## src/rtl/bm_pipe_mux_pkg.sv

```systemverilog
// Shared helpers for the pipelined radix-4 mux tree: tree-depth calculation
// and lane-count legality check.
package bm_pipe_mux_pkg;

    // Each tree level consumes two select bits (one radix-4 digit).
    localparam int SEL_W_PER_LVL = 2;

    // Number of radix-4 levels needed to cover n lanes.
    function automatic int clog4(input int n);
        int lvl;
        int span;
        lvl  = 0;
        span = 1;
        while (span < n) begin
            span = span * 4;
            lvl  = lvl + 1;
        end
        return lvl;
    endfunction

    // Lane count must be an exact power of 4, at least 4.
    function automatic bit num_in_legal(input int n);
        int span;
        span = 4;
        while (span < n) begin
            span = span * 4;
        end
        return (n >= 4) && (span == n);
    endfunction

endpackage

```

## src/rtl/mux4_stage.sv

```systemverilog
// One registered radix-4 level of the mux tree. GROUPS independent 4:1 muxes
// share the same two-bit select digit taken from position LVL of the full
// select word; the full select word travels along so the output can report it.
module mux4_stage
    import bm_pipe_mux_pkg::*;
#(
    parameter int DATA_W = 1,
    parameter int GROUPS = 1,
    parameter int SEL_W  = 2,
    parameter int LVL    = 0
) (
    input  logic                       clock,
    input  logic                       reset_n,
    input  logic                       en,
    input  logic                       vld_in,
    input  logic [GROUPS*4*DATA_W-1:0] d_in,
    input  logic [SEL_W-1:0]           sel_in,
    output logic                       vld_p,
    output logic [GROUPS*DATA_W-1:0]   d_p,
    output logic [SEL_W-1:0]           sel_p
);

    logic [SEL_W_PER_LVL-1:0]   digit;
    logic [GROUPS*DATA_W-1:0]   d_nxt;

    assign digit = sel_in[LVL*SEL_W_PER_LVL +: SEL_W_PER_LVL];

    // Pick one of four inputs in every group using this level's select digit.
    always_comb begin
        d_nxt = '0;
        for (int g = 0; g < GROUPS; g++) begin
            d_nxt[g*DATA_W +: DATA_W] = d_in[(g*4 + int'(digit))*DATA_W +: DATA_W];
        end
    end

    // ---- stage register boundary ----
    // Valid bit follows upstream whenever the pipeline advances (bubbles included).
    always_ff @(posedge clock or negedge reset_n) begin
        if (!reset_n) begin
            vld_p <= 1'b0;
        end else if (en) begin
            vld_p <= vld_in;
        end
    end

    // Data and select only load real items, so a bubble never clobbers held data.
    always_ff @(posedge clock or negedge reset_n) begin
        if (!reset_n) begin
            d_p   <= '0;
            sel_p <= '0;
        end else if (en && vld_in) begin
            d_p   <= d_nxt;
            sel_p <= sel_in;
        end
    end

endmodule

```

## src/rtl/bm_pipe_mux_tree.sv

```systemverilog
// Pipelined NUM_IN:1 mux built as a radix-4 tree, one register per level,
// with valid/ready flow control and a single global stall.
// Optional feature: define BM_PIPE_MUX_PARITY_EN to add output f_par, the
// XOR-reduction of the selected lane, carried through the tree with the data.
module bm_pipe_mux_tree
    import bm_pipe_mux_pkg::*;
#(
    parameter  int DATA_W = 1,
    parameter  int NUM_IN = 16,
    localparam int LEVELS = clog4(NUM_IN)
) (
    input  logic                       clock,
    input  logic                       reset_n,
    input  logic                       in_valid,
    output logic                       in_ready,
    input  logic [NUM_IN*DATA_W-1:0]   W,
    input  logic [2*LEVELS-1:0]        S,
    output logic                       out_valid,
    input  logic                       out_ready,
    output logic [DATA_W-1:0]          f,
    output logic [2*LEVELS-1:0]        sel_out
`ifdef BM_PIPE_MUX_PARITY_EN
    ,
    output logic                       f_par
`endif
);

    localparam int SEL_W = SEL_W_PER_LVL * LEVELS;
`ifdef BM_PIPE_MUX_PARITY_EN
    localparam int LANE_W = DATA_W + 1;
`else
    localparam int LANE_W = DATA_W;
`endif

    if (!num_in_legal(NUM_IN)) begin : g_bad_num_in
        $error("bm_pipe_mux_tree: NUM_IN must be a power of 4 and at least 4");
    end

    logic                       en;
    logic [NUM_IN*LANE_W-1:0]   lanes;

    // The whole pipeline advances unless a valid result is waiting on downstream.
    assign en       = out_ready | ~out_valid;
    assign in_ready = en;

`ifdef BM_PIPE_MUX_PARITY_EN
    // Widen each lane with its parity bit so the tree carries it alongside the data.
    always_comb begin
        lanes = '0;
        for (int i = 0; i < NUM_IN; i++) begin
            lanes[i*LANE_W +: LANE_W] = {^W[i*DATA_W +: DATA_W], W[i*DATA_W +: DATA_W]};
        end
    end
`else
    assign lanes = W;
`endif

    for (genvar k = 0; k < LEVELS; k++) begin : g_lvl
        localparam int GROUPS = NUM_IN >> (2 * (k + 1));

        logic                       vld_in;
        logic [GROUPS*4*LANE_W-1:0] d_in;
        logic [SEL_W-1:0]           sel_in;
        logic                       vld_p;
        logic [GROUPS*LANE_W-1:0]   d_p;
        logic [SEL_W-1:0]           sel_p;

        if (k == 0) begin : g_src
            assign vld_in = in_valid;
            assign d_in   = lanes;
            assign sel_in = S;
        end else begin : g_chain
            assign vld_in = g_lvl[k-1].vld_p;
            assign d_in   = g_lvl[k-1].d_p;
            assign sel_in = g_lvl[k-1].sel_p;
        end

        mux4_stage #(
            .DATA_W (LANE_W),
            .GROUPS (GROUPS),
            .SEL_W  (SEL_W),
            .LVL    (k)
        ) u_stage (
            .clock   (clock),
            .reset_n (reset_n),
            .en      (en),
            .vld_in  (vld_in),
            .d_in    (d_in),
            .sel_in  (sel_in),
            .vld_p   (vld_p),
            .d_p     (d_p),
            .sel_p   (sel_p)
        );
    end

    assign out_valid = g_lvl[LEVELS-1].vld_p;
    assign f         = g_lvl[LEVELS-1].d_p[DATA_W-1:0];
    assign sel_out   = g_lvl[LEVELS-1].sel_p;
`ifdef BM_PIPE_MUX_PARITY_EN
    assign f_par     = g_lvl[LEVELS-1].d_p[DATA_W];
`endif

endmodule
```

## config.mk

```make
export PLATFORM = sky130hd
export DESIGN_NAME = bm_pipe_mux_tree
export DESIGN_NICKNAME = d
export VERILOG_FILES = /design/src/rtl/bm_pipe_mux_pkg.sv /design/src/rtl/mux4_stage.sv /design/src/rtl/bm_pipe_mux_tree.sv
export SDC_FILE = /design/constraint.sdc
export NUM_CORES = 1
export LEC_CHECK = 0
export ABC_AREA = 0
export CAP_MARGIN = 25
export CORE_AREA = 2 2 42 44
export CTS_BUF_LIST = sky130_fd_sc_hd__clkbuf_2 sky130_fd_sc_hd__clkbuf_4 sky130_fd_sc_hd__clkbuf_8
export DETAILED_ROUTE_END_ITERATION = 10
export DIE_AREA = 0 0 44 46
export PLACE_DENSITY = 0.82
export SETUP_SLACK_MARGIN = 0.5
export SYNTH_ARGS = -nofsm -noshare
export SYNTH_HDL_FRONTEND = slang
export SYNTH_SLANG_ARGS = --single-unit
```

## constraint.sdc

```tcl
create_clock -name clock -period 2.95 [get_ports clock]
set_input_delay 0.59 -clock clock [delete_from_list [all_inputs] [get_ports clock]]
set_output_delay 0.59 -clock clock [all_outputs]
set_load 0.03 [all_outputs]
```

### After elaboration in Yosys (flattened, before gate mapping)

Index checks and enable logic that the tools add are counted.

* output and inout port bits: 7
* RAM bits: 0
* memories kept: 0
* word-level logic and storage cells: 18
* bits in latches: 0
* register bits: 15
* memory bits (read-only): 0

* bitwise operators: 2
* reduce and logical (&&, ||, !) cells: 2
* $mul: 0
* div/mod/pow operators: 0
* $lt $le $gt $ge: 0
* shift-type cells: 5
* muxes and demuxes: 0
* $add $sub $neg: 3
* equal/unequal tests: 0

Operators with widths (number)
* $shiftx 16x32->1: 3
* $shiftx 16x3->1: 1
* $add 4x2->5 const A: 2
* $add 3x2->4 const A: 1
* $shiftx 4x3->1: 1
* $logic_and 1x1->1: 2
* $not 1->1: 1
* $or 1x1->1: 1

### Depth between registers and ports, before layout

Gate-level depths: netlist of the first run.

* word-level depth: 3
* gate-level depth with buffers: 3

### By module

Synthesis of the first run repeated with hierarchy kept, for this count alone.

* cell total of the unflattened synthesis: 40
* area total of the unflattened synthesis: 680.7 um^2

Modules (own cells, without submodules)
* mux4_stage at g_lvl[0].u_stage: cells an instance 24, area each 432.9 um^2, instances 1, seq. area each 225.2 um^2
* mux4_stage at g_lvl[1].u_stage: cells an instance 15, area each 241.5 um^2, instances 1, seq. area each 150.1 um^2
* bm_pipe_mux_tree: cells an instance 1, area each 6.3 um^2, instances 1, seq. area each 0.0 um^2

### Worst setup path before layout of the first run

No wires, ideal clock.

* kind: input port to flip-flop
* start point: input port out_ready
* end point: register g_lvl[0].u_stage.d_p[0]
* stages on the path: 3
* data required time: 2825 ps
* slack: 1238 ps
* arrival time: 1587 ps
* cell sequence: nand2b_1 -> nand2_1 -> mux2_2

* cells in the longest elaborated chain, start to end: 2

Ends and longest elaborated chain
* start: declaration: RTL line bm_pipe_mux_tree.sv:19 `input logic out_ready,`
* $or 1x1->1: RTL line bm_pipe_mux_tree.sv:43 `assign en = out_ready | ~out_valid;`
* $logic_and 1x1->1: RTL line mux4_stage.sv:51 `end else if (en && vld_in) begin`
* end signal: assignment: RTL line mux4_stage.sv:52 `d_p <= d_nxt;`
* end: declaration: RTL line mux4_stage.sv:19 `output logic [GROUPS*DATA_W-1:0] d_p,`

No other way between the ends.
A chain may end at the register's enable or synchronous reset.

### Worst setup path after layout of the first run

* start point: input port out_ready
* end point: output port in_ready

* cells in the longest elaborated chain, start to end: 1

Ends and longest elaborated chain
* $or 1x1->1: RTL line bm_pipe_mux_tree.sv:43
* end: declaration: RTL line bm_pipe_mux_tree.sv:15 `output logic in_ready,`

No other way between the ends.

==> results.sh, run 1 <==
export IMPL_status="finished, final reports clean"
export IMPL_vias=465
export IMPL_routedWlPerCell_um=12.7
export IMPL_period_share=0.751
export IMPL_setup_violations=0
export IMPL_h_tree_depth=1
export IMPL_fillers=131
export IMPL_clock_path_buffers=2
export IMPL_antenna_cells=0
export IMPL_core_area_mm2=0.00161
export IMPL_fin_crit_ps=2220
export IMPL_die_w_um=44
export IMPL_syn_inst=39
export IMPL_dr_pass1_iters=2
export IMPL_final_cells=90
export IMPL_reg2regPathDepth=3
export IMPL_critical_path_endpoint_type="output pin"
export IMPL_hold_viol=0
export IMPL_critPathKind="input port to output pin"
export IMPL_total_leakage_power_uw=0.000430
export IMPL_die_h_um=46
export IMPL_tightestPinTransition_ps=659
export IMPL_grt_util_met1=0.161
export IMPL_peakVddDrop_v=0.000262
export IMPL_worst_slack_ps=734
export IMPL_final_common_cell="clkdlybuf4s50_1"
export IMPL_die_area_mm2=0.00202
export IMPL_cts_inserted_buffers=3
export IMPL_globalRouteTotalUtil=0.139
export IMPL_seq_area_frac_synth=0.556
export IMPL_relSlewSlack=0.559
export IMPL_yosysTopAreaCellShare=0.556
export IMPL_clk_insertion_delay_late_ps=280
export IMPL_hold_path_depth=2
export IMPL_layout_drive_gt1_share=0.247
export IMPL_antenna_found_initial=0
export IMPL_fin_skew_ps=3.11
export IMPL_gp_congestion=0.660
export IMPL_yosys_warnings=0
export IMPL_maxCapViolations=0
export IMPL_synth_top_cell_by_area="dfrtp_1"
export IMPL_start_util=0.419
export IMPL_path_clk_slew_ps=80
export IMPL_syn_nets=63
export IMPL_final_cell_mix="clkdlybuf4s50_1, dfrtp_1, mux2_2"
export IMPL_post_dp_hpwl_um=945
export IMPL_slew_viol_final=0
export IMPL_post_cts_setup_buffers=0
export IMPL_dpl_cell_count=86
export IMPL_rsz0062_at_grt="false"
export IMPL_hold_path_class="flip-flop to flip-flop"
export IMPL_wl_mm=1.15
export IMPL_grt_use_met2=0.232
export IMPL_avgSynthCellArea_um2=17.3
export IMPL_tns_ps=0
export IMPL_drt_iter0_markers=4
export IMPL_p_per_area_mw_per_mm2=636
export IMPL_drc=0
export IMPL_drtAntennaViolNets=0
export IMPL_row_count=15
export IMPL_ys_ff_latch=15
export IMPL_cts_root_buf="clkbuf_4"
export IMPL_grt_pass1_vias=494
export IMPL_max_freq_mhz=451
export IMPL_grt_pass1_wl_mm=1.99
export IMPL_nNetsFinal=98
export IMPL_via_per_inst=5.17
export IMPL_busiest_layer="met2"
export IMPL_pre_cts_ws_ps=448
export IMPL_synth_area_top_cells="dfrtp_1, mux2_2, mux4_1"
export IMPL_worstPathRequired_ps=2360
export IMPL_io_buffers=30
export IMPL_gr_total_overflow=0
export IMPL_io_pins=31
export IMPL_crit_arrival_ps=1630
export IMPL_area_delta_synth_final_pct=51.9
export IMPL_cts_tree="yes"
export IMPL_crit_fanout=5
export IMPL_worstSetupStartpointType="input port"
export IMPL_syn_cell_area_um2=676
export IMPL_met3_usage=0.0437
export IMPL_ys_types=8
export IMPL_cts_sinks=15
export IMPL_grt_max_degree=16
[report_power, final]
group	switching, uW	total (uW)	internal (uW)	leakage [uW]
clock network	60.2	122	61.7	0.0000184
logic	108	245	137	0.000236
registers	26.2	285	259	0.000175
total	195	652	457	0.000430
[path summary, 6_finish.rpt]
check	slack (ps)	end	start
setup / recovery	730	in_ready	out_ready
hold / removal	480	g_lvl[1].u_stage.vld_p$_DFFE_PN0P_	g_lvl[0].u_stage.vld_p$_DFFE_PN0P_
setup reg to reg	1670	g_lvl[0].u_stage.d_p[3]$_DFFE_PN0P_	g_lvl[1].u_stage.vld_p$_DFFE_PN0P_
hold reg to reg	480	g_lvl[1].u_stage.vld_p$_DFFE_PN0P_	g_lvl[0].u_stage.vld_p$_DFFE_PN0P_
max in group asynchronous	1820	g_lvl[0].u_stage.d_p[3]$_DFFE_PN0P_	reset_n
min in group asynchronous	710	g_lvl[1].u_stage.sel_p[0]$_DFFE_PN0P_	reset_n
[worst max-delay path: stages]
cell and delay, ps:
clkdlybuf4s50_1 440, nand2b_1 170, dlygate4sd2_1 420
[final cells by class]
cell class                      instances  area (um2)  area share
Sequential cell                        15         375       0.366
Timing Repair Buffer                   30         299       0.291
Multi-Input combinational cell         23         297       0.289
Clock buffer                            4        30.0      0.0293
Tap cell                               17        21.3      0.0207
Inverter                                1        3.75     0.00366
[cell families (layout without fill, tap and decap cells)]
family | count (synthesis) | count (layout) | share of synthesized area
buffers and inverters | 1 | 35 | 0.00555
AO/OA/AOI/OAI | 1 | 1 | 0.00740
multiplexers | 18 | 18 | 0.406
AND/OR/NAND/NOR | 4 | 4 | 0.0259
flip-flops | 15 | 15 | 0.556
[metal layers]
metal	part of all wire	wire length, um
met3	0.095	109
met2	0.53	605
met1	0.36	413
met5	0	0
met4	0.015	17
[state kept, by name, indices dropped and copies added, names as in the netlist]
signal,count
g_lvl.u_stage.vld_p,2
g_lvl.u_stage.d_p,5
g_lvl.u_stage.sel_p,8
[metrics by stage]
step	total power [uW]	util	instance area, um2	hold slack (ps)
finish	652	0.636	1030	477
detailed placement	541	0.618	997	460
CTS	664	0.636	1030	481
floorplan	427	-	676	294
global placement	533	0.618	997	447
global route	692	0.636	1030	523
[cell usage after synthesis]
cell type	instances
dfrtp_1	15
mux2_2	13
mux4_1	4
nand2_1	3
inv_1	1
mux4_2	1
nand2b_1	1
o21ai_0	1
[timing repair]
action,4_1_cts,5_1_grt
endpoints found under the setup margin,1,0
hold buffers,0,0
gates resized for setup,1,0
No activity file was read; power rests on OpenSTA's default activity.
==> inputs of run 2 (changes only) <==
- CORE_AREA: 2 2 42 44 -> 2 2 44 46
- DIE_AREA: 0 0 44 46 -> 0 0 46 48
- PLACE_DENSITY: 0.82 -> 0.76
- clock period: 2.95 -> 2.1 ns (I/O delays scaled with it)
==> run 2 against run 1 <==
Clock skew is 1.7 ps lower. Critical path depth unchanged. Combinational power up 31%. Final area is 0.85% higher. First-iteration DRC count is 100% lower. Sequential share of layout area shrank 0.31 points. Sequential power is 41% higher. Global-route usage is 0.18 points higher. Final cell count grew 1.1%.
==> results.sh, run 2 (synthesis results as in run 1) <==
export IMPL_whs_ps=473
export IMPL_tns_ps=0
export IMPL_vias=481
export IMPL_total_leakage_power_uw=0.000451
export IMPL_worstSetupStartpointType="input port"
export IMPL_drc=0
export IMPL_dpl_cell_area_um2=997
export IMPL_layout_drive_gt1_share=0.297
export IMPL_crit_arrival_ps=1150
export IMPL_io_pins=31
export IMPL_cts_root_buf="clkbuf_4"
export IMPL_cts_inserted_buffers=3
export IMPL_clock_path_buffers=2
export IMPL_grt_pass1_wl_mm=2.11
export IMPL_cts_tree="yes"
export IMPL_hold_viol=0
export IMPL_path_clk_slew_ps=80
export IMPL_die_h_um=48
export IMPL_relSlewSlack=0.570
export IMPL_area_delta_synth_final_pct=53.1
export IMPL_final_cell_mix="clkdlybuf4s50_1, dfrtp_1, mux2_2"
export IMPL_status="finished, final reports clean"
export IMPL_gp_congestion=0.696
export IMPL_cp_top_family="buffers and inverters"
export IMPL_row_count=15
export IMPL_reg_top3="g_lvl.u_stage.sel_p x8, g_lvl.u_stage.d_p x5, g_lvl.u_stage.vld_p x2"
export IMPL_largest_reg_flops=8
export IMPL_die_w_um=46
export IMPL_largest_register="g_lvl.u_stage.sel_p"
export IMPL_slowest_stage="clkdlybuf4s50_1"
export IMPL_critPathMaxStageDelay_ps=460
export IMPL_critical_path_endpoint_type="output pin"
export IMPL_drt_iter0_markers=0
export IMPL_grt_pass1_vias=524
export IMPL_rsz0062_at_grt="false"
export IMPL_setup_violations=0
export IMPL_cts_sinks=15
export IMPL_h_tree_depth=1
export IMPL_critPathKind="input port to output pin"
export IMPL_wl_mm=1.26
export IMPL_antenna_found_initial=0
export IMPL_fin_skew_ps=1.37
export IMPL_fin_crit_ps=1570
export IMPL_peakVddDrop_v=0.000345
export IMPL_slew_viol_final=0
export IMPL_routedWlPerCell_um=13.8
export IMPL_pre_cts_ws_ps=76.5
export IMPL_core_area_mm2=0.00169
export IMPL_final_util=0.613
export IMPL_tightestPinTransition_ps=644
export IMPL_gr_total_overflow=0
export IMPL_period_share=0.746
export IMPL_p_per_area_mw_per_mm2=850
export IMPL_final_common_cell="clkdlybuf4s50_1"
export IMPL_drtAntennaViolNets=0
export IMPL_dr_pass1_iters=1
export IMPL_max_freq_mhz=639
export IMPL_hold_path_class="flip-flop to flip-flop"
export IMPL_ctsHoldBuffers=0
export IMPL_grt_max_degree=16
export IMPL_globalRouteTotalUtil=0.141
export IMPL_crit_fanout=3
export IMPL_fin_area_mm2=0.00103
export IMPL_antenna_cells=0
export IMPL_start_util=0.400
export IMPL_die_area_mm2=0.00221
export IMPL_reg2reg_slack_ps=840
export IMPL_worst_slack_ps=534
export IMPL_critPathBufInv=2
export IMPL_post_dp_hpwl_mm=1.06
export IMPL_maxCapViolations=0
export IMPL_io_buffers=30
export IMPL_cp_cell_sequence="clkdlybuf4s50_1 > nand2b_4 > buf_6"
export IMPL_nNetsFinal=99
export IMPL_via_per_inst=5.29
export IMPL_clk_insertion_delay_late_ps=270
export IMPL_worstPathRequired_ps=1680
## run 2: cell types whose count changed in the layout (fill, tap and decap cells not counted)
| cell | previous run | this run |
|---|---|---|
| nand2b_1 | 1 | 0 |
| buf_6 | 0 | 1 |
| clkdlybuf4s50_1 | 29 | 22 |
| nand2_1 | 3 | 2 |
| clkbuf_4 | 4 | 3 |
| clkinv_2 | 0 | 1 |
| nand2b_4 | 0 | 1 |
| nand2_2 | 0 | 1 |
| dlygate4sd2_1 | 1 | 7 |
| buf_4 | 0 | 1 |
## run 2: worst register-to-register path: stages, from the launching register on
cell and delay [ps]:
dfrtp_1 390, mux4_2 500, mux2_2 260
## run 2: per-stage QoR
step / total power [uW] / instances
2_1_floorplan: 600 / 39
3_3_place_gp: 750 / 86
3_5_place_dp: 762 / 86
4_1_cts: 892 / 90
5_1_grt: 945 / 91
6_report: 879 / 91
## run 2: power by group
group	switching (uW)	internal [uW]
Sequential	38.3	364
Combinational	155	167
Clock	84.2	70.5
Total	278	601
## run 2: what timing repair did
action / 4_1_cts / 5_1_grt
gates resized for setup: 10 / 0
setup buffers: 0 / 1
setup endpoints to repair: 11 / 1
pin swaps: 0 / 0
## run 2: final timing paths
| kind | startpoint | to | cells past startpoint |
|---|---|---|---|
| min in group asynchronous | reset_n | g_lvl[1].u_stage.vld_p$_DFFE_PN0P_ | 1 |
| worst min-delay path | g_lvl[0].u_stage.vld_p$_DFFE_PN0P_ | g_lvl[1].u_stage.vld_p$_DFFE_PN0P_ | 2 |
| worst min register to register | g_lvl[0].u_stage.vld_p$_DFFE_PN0P_ | g_lvl[1].u_stage.vld_p$_DFFE_PN0P_ | 2 |
| worst max register to register | g_lvl[0].u_stage.sel_p[2]$_DFFE_PN0P_ | g_lvl[1].u_stage.d_p$_DFFE_PN0P_ | 2 |
| max in group asynchronous | reset_n | g_lvl[0].u_stage.d_p[1]$_DFFE_PN0P_ | 1 |
| worst max-delay path | out_ready | in_ready | 3 |
## run 2: cell type report
| class | count | area, um2 |
|---|---|---|
| Tap cell | 17 | 21.3 |
| Fill cell | 150 | 654 |
| Sequential cell | 15 | 375 |
| Timing Repair Buffer | 31 | 300 |
| Clock buffer | 3 | 22.5 |
| Inverter | 1 | 3.75 |
| Clock inverter | 1 | 5.00 |
| Multi-Input combinational cell | 23 | 307 |
## run 2: routing by layer
metal | up-vias | wire length, um | track usage
li1 | 220 | - | -
met3 | 5 | 100 | 0.0340
met2 | 26 | 669 | 0.250
met4 | 0 | 44 | 0.103
met5 | - | 0 | 0
met1 | 230 | 444 | 0.145
==> inputs of run 3 (changes only) <==
- CORE_AREA: 2 2 44 46 -> 2 2 46 48
- DIE_AREA: 0 0 46 48 -> 0 0 48 50
- PLACE_DENSITY: 0.76 -> 0.73
- clock period: 2.1 -> 1.4 ns (I/O delays scaled with it)
==> run 3 against run 2 <==
First-iteration DRC count grew 1. Worst hold slack got worse by 170 ps. Setup slack worse by 410 ps. Total power is 73% higher. Core utilization up 1.6 points. Critical path type is now flip-flop to output pin. Critical endpoint unchanged.
==> results.sh, run 3 (synthesis results as in run 1) <==
export IMPL_worstPathRequired_ps=1120
export IMPL_reg_top3="g_lvl.u_stage.sel_p x8, g_lvl.u_stage.d_p x5, g_lvl.u_stage.vld_p x2"
export IMPL_register_area_um2=377
export IMPL_largest_reg_flops=8
export IMPL_row_count=16
export IMPL_reg2regPathDepth=2
export IMPL_final_common_cell="dfrtp_1"
export IMPL_critical_path_endpoint_type="output pin"
export IMPL_relSlewSlack=0.746
export IMPL_power_frac_clock=0.166
export IMPL_worstSetupStartpointType="flip-flop"
export IMPL_grt_max_degree=16
export IMPL_netSwitchingPower_uw=474
export IMPL_via_per_inst=4.76
export IMPL_max_freq_mhz=785
export IMPL_antenna_cells=0
export IMPL_vias=524
export IMPL_routedWlPerCell_um=13.7
export IMPL_gp_congestion=0.708
export IMPL_nNetsFinal=108
export IMPL_path_clk_slew_ps=80
export IMPL_io_pins=31
export IMPL_die_w_um=48
export IMPL_h_tree_depth=1
export IMPL_cts_sinks=15
export IMPL_post_dp_hpwl_mm=1.06
export IMPL_crit_arrival_ps=990
export IMPL_rsz0062_at_grt="true"
export IMPL_io_buffers=30
export IMPL_dr_pass1_iters=3
export IMPL_p_seq_frac=0.410
export IMPL_largest_register="g_lvl.u_stage.sel_p"
export IMPL_cts_inserted_buffers=3
export IMPL_layout_drive_gt1_share=0.554
export IMPL_grt_pass1_wl_mm=2.27
export IMPL_cts_tree="yes"
export IMPL_fin_crit_ps=1270
export IMPL_tightestPinTransition_ps=380
export IMPL_globalRouteTotalUtil=0.139
export IMPL_drc=0
export IMPL_die_area_mm2=0.00240
export IMPL_internal_power_uw=1050
export IMPL_clock_path_buffers=2
export IMPL_wl_mm=1.51
export IMPL_grt_pass1_vias=546
export IMPL_ctsHoldBuffers=0
export IMPL_maxCapViolations=0
export IMPL_peakVddDrop_v=0.000565
export IMPL_multi_input_area_um2=362
export IMPL_crit_fanout=4
export IMPL_p_per_area_mw_per_mm2=1270
export IMPL_hold_viol=0
export IMPL_period_share=0.910
export IMPL_gr_total_overflow=0
export IMPL_combPwrFrac=0.423
export IMPL_switching_share=0.311
export IMPL_hold_path_class="input port to asynchronous set/reset pin"
export IMPL_drtAntennaViolNets=0
export IMPL_total_leakage_power_uw=0.000571
export IMPL_slew_viol_final=0
export IMPL_status="finished, final reports clean"
export IMPL_clk_insertion_delay_late_ps=270
export IMPL_final_cell_mix="dfrtp_1, clkdlybuf4s15_1, buf_6"
export IMPL_fin_skew_ps=1.71
export IMPL_core_area_mm2=0.00190
export IMPL_fillers=145
export IMPL_antenna_found_initial=0
export IMPL_final_util=0.628
export IMPL_area_delta_synth_final_pct=76.9
export IMPL_die_h_um=50
export IMPL_drt_iter0_markers=1
export IMPL_start_util=0.355
export IMPL_cts_root_buf="clkbuf_4"
export IMPL_finalPower_uw=1520
export IMPL_critPathKind="flip-flop to output pin"
export IMPL_setup_violations=0
==> run 3: cell types whose count changed in the layout (fill, tap and decap cells not counted), sizes merged <==
cell	before	now
clkbuf	3	4
dlymetal6s2s	0	4
buf	2	17
clkdlybuf4s50	22	3
clkdlybuf4s15	0	10
dlygate4sd2	7	5
nand2	3	4
clkinv	1	0
==> run 3: what timing repair did <==
item | in CTS | in global routing
buffers inserted | 2 | 3
cloned | 1 | 0
gates resized for setup | 82 | 10
endpoints found under the setup margin | 21 | 22
==> run 3: area by class of cell <==
type,count,share of cell area
Timing Repair Buffer,39,0.326
Multi-Input combinational cell,24,0.303
Inverter,1,0.00314
Tap cell,27,0.0283
Sequential cell,15,0.315
Clock buffer,4,0.0251
==> run 3: final timing paths <==
path	to	slack, ps	start
setup / recovery	in_ready	130	g_lvl[1].u_stage.vld_p$_DFFE_PN0P_
setup reg to reg	g_lvl[1].u_stage.d_p$_DFFE_PN0P_	130	g_lvl[0].u_stage.sel_p[2]$_DFFE_PN0P_
min in group clock	g_lvl[0].u_stage.sel_p[0]$_DFFE_PN0P_	390	S[0]
hold / removal	g_lvl[1].u_stage.sel_p[0]$_DFFE_PN0P_	310	reset_n
hold reg to reg	g_lvl[0].u_stage.d_p[1]$_DFFE_PN0P_	520	g_lvl[0].u_stage.d_p[1]$_DFFE_PN0P_
max in group asynchronous	g_lvl[1].u_stage.vld_p$_DFFE_PN0P_	910	reset_n
==> run 3: per-stage QoR <==
stage	cells	cell area, um2	TNS, ps	hold slack [ps]	setup WS (ps)
floorplan	39	703	0	-15.6	185
global placement	100	1060	-2010	487	-455
detailed placement	100	1060	-2150	492	-509
CTS	107	1140	0	298	124
global route	110	1190	0	323	85.5
finish	110	1190	0	305	126
==> run 3: routing by layer <==
layer | vias to the layer above | track usage | wire length (um)
li1 | 238 | - | -
met1 | 253 | 0.144 | 569
met2 | 29 | 0.242 | 809
met3 | 4 | 0.0256 | 114
met4 | 0 | 0.0811 | 17
met5 | - | 0 | 0
==> run 3: power groups by stage <==
stage               clock, uW  sequential [uW]  combinational (uW)
floorplan                   0              738                 190
global route              280              639                 684
finish                    253              625                 645
CTS                       267              625                 609
detailed placement          0              620                 563
global placement            0              617                 550
==> run 3: critical path, cell delays in order, from the launching register on <==
cell and delay (ps):
dfrtp_2 440, nand2b_4 130, buf_6 150
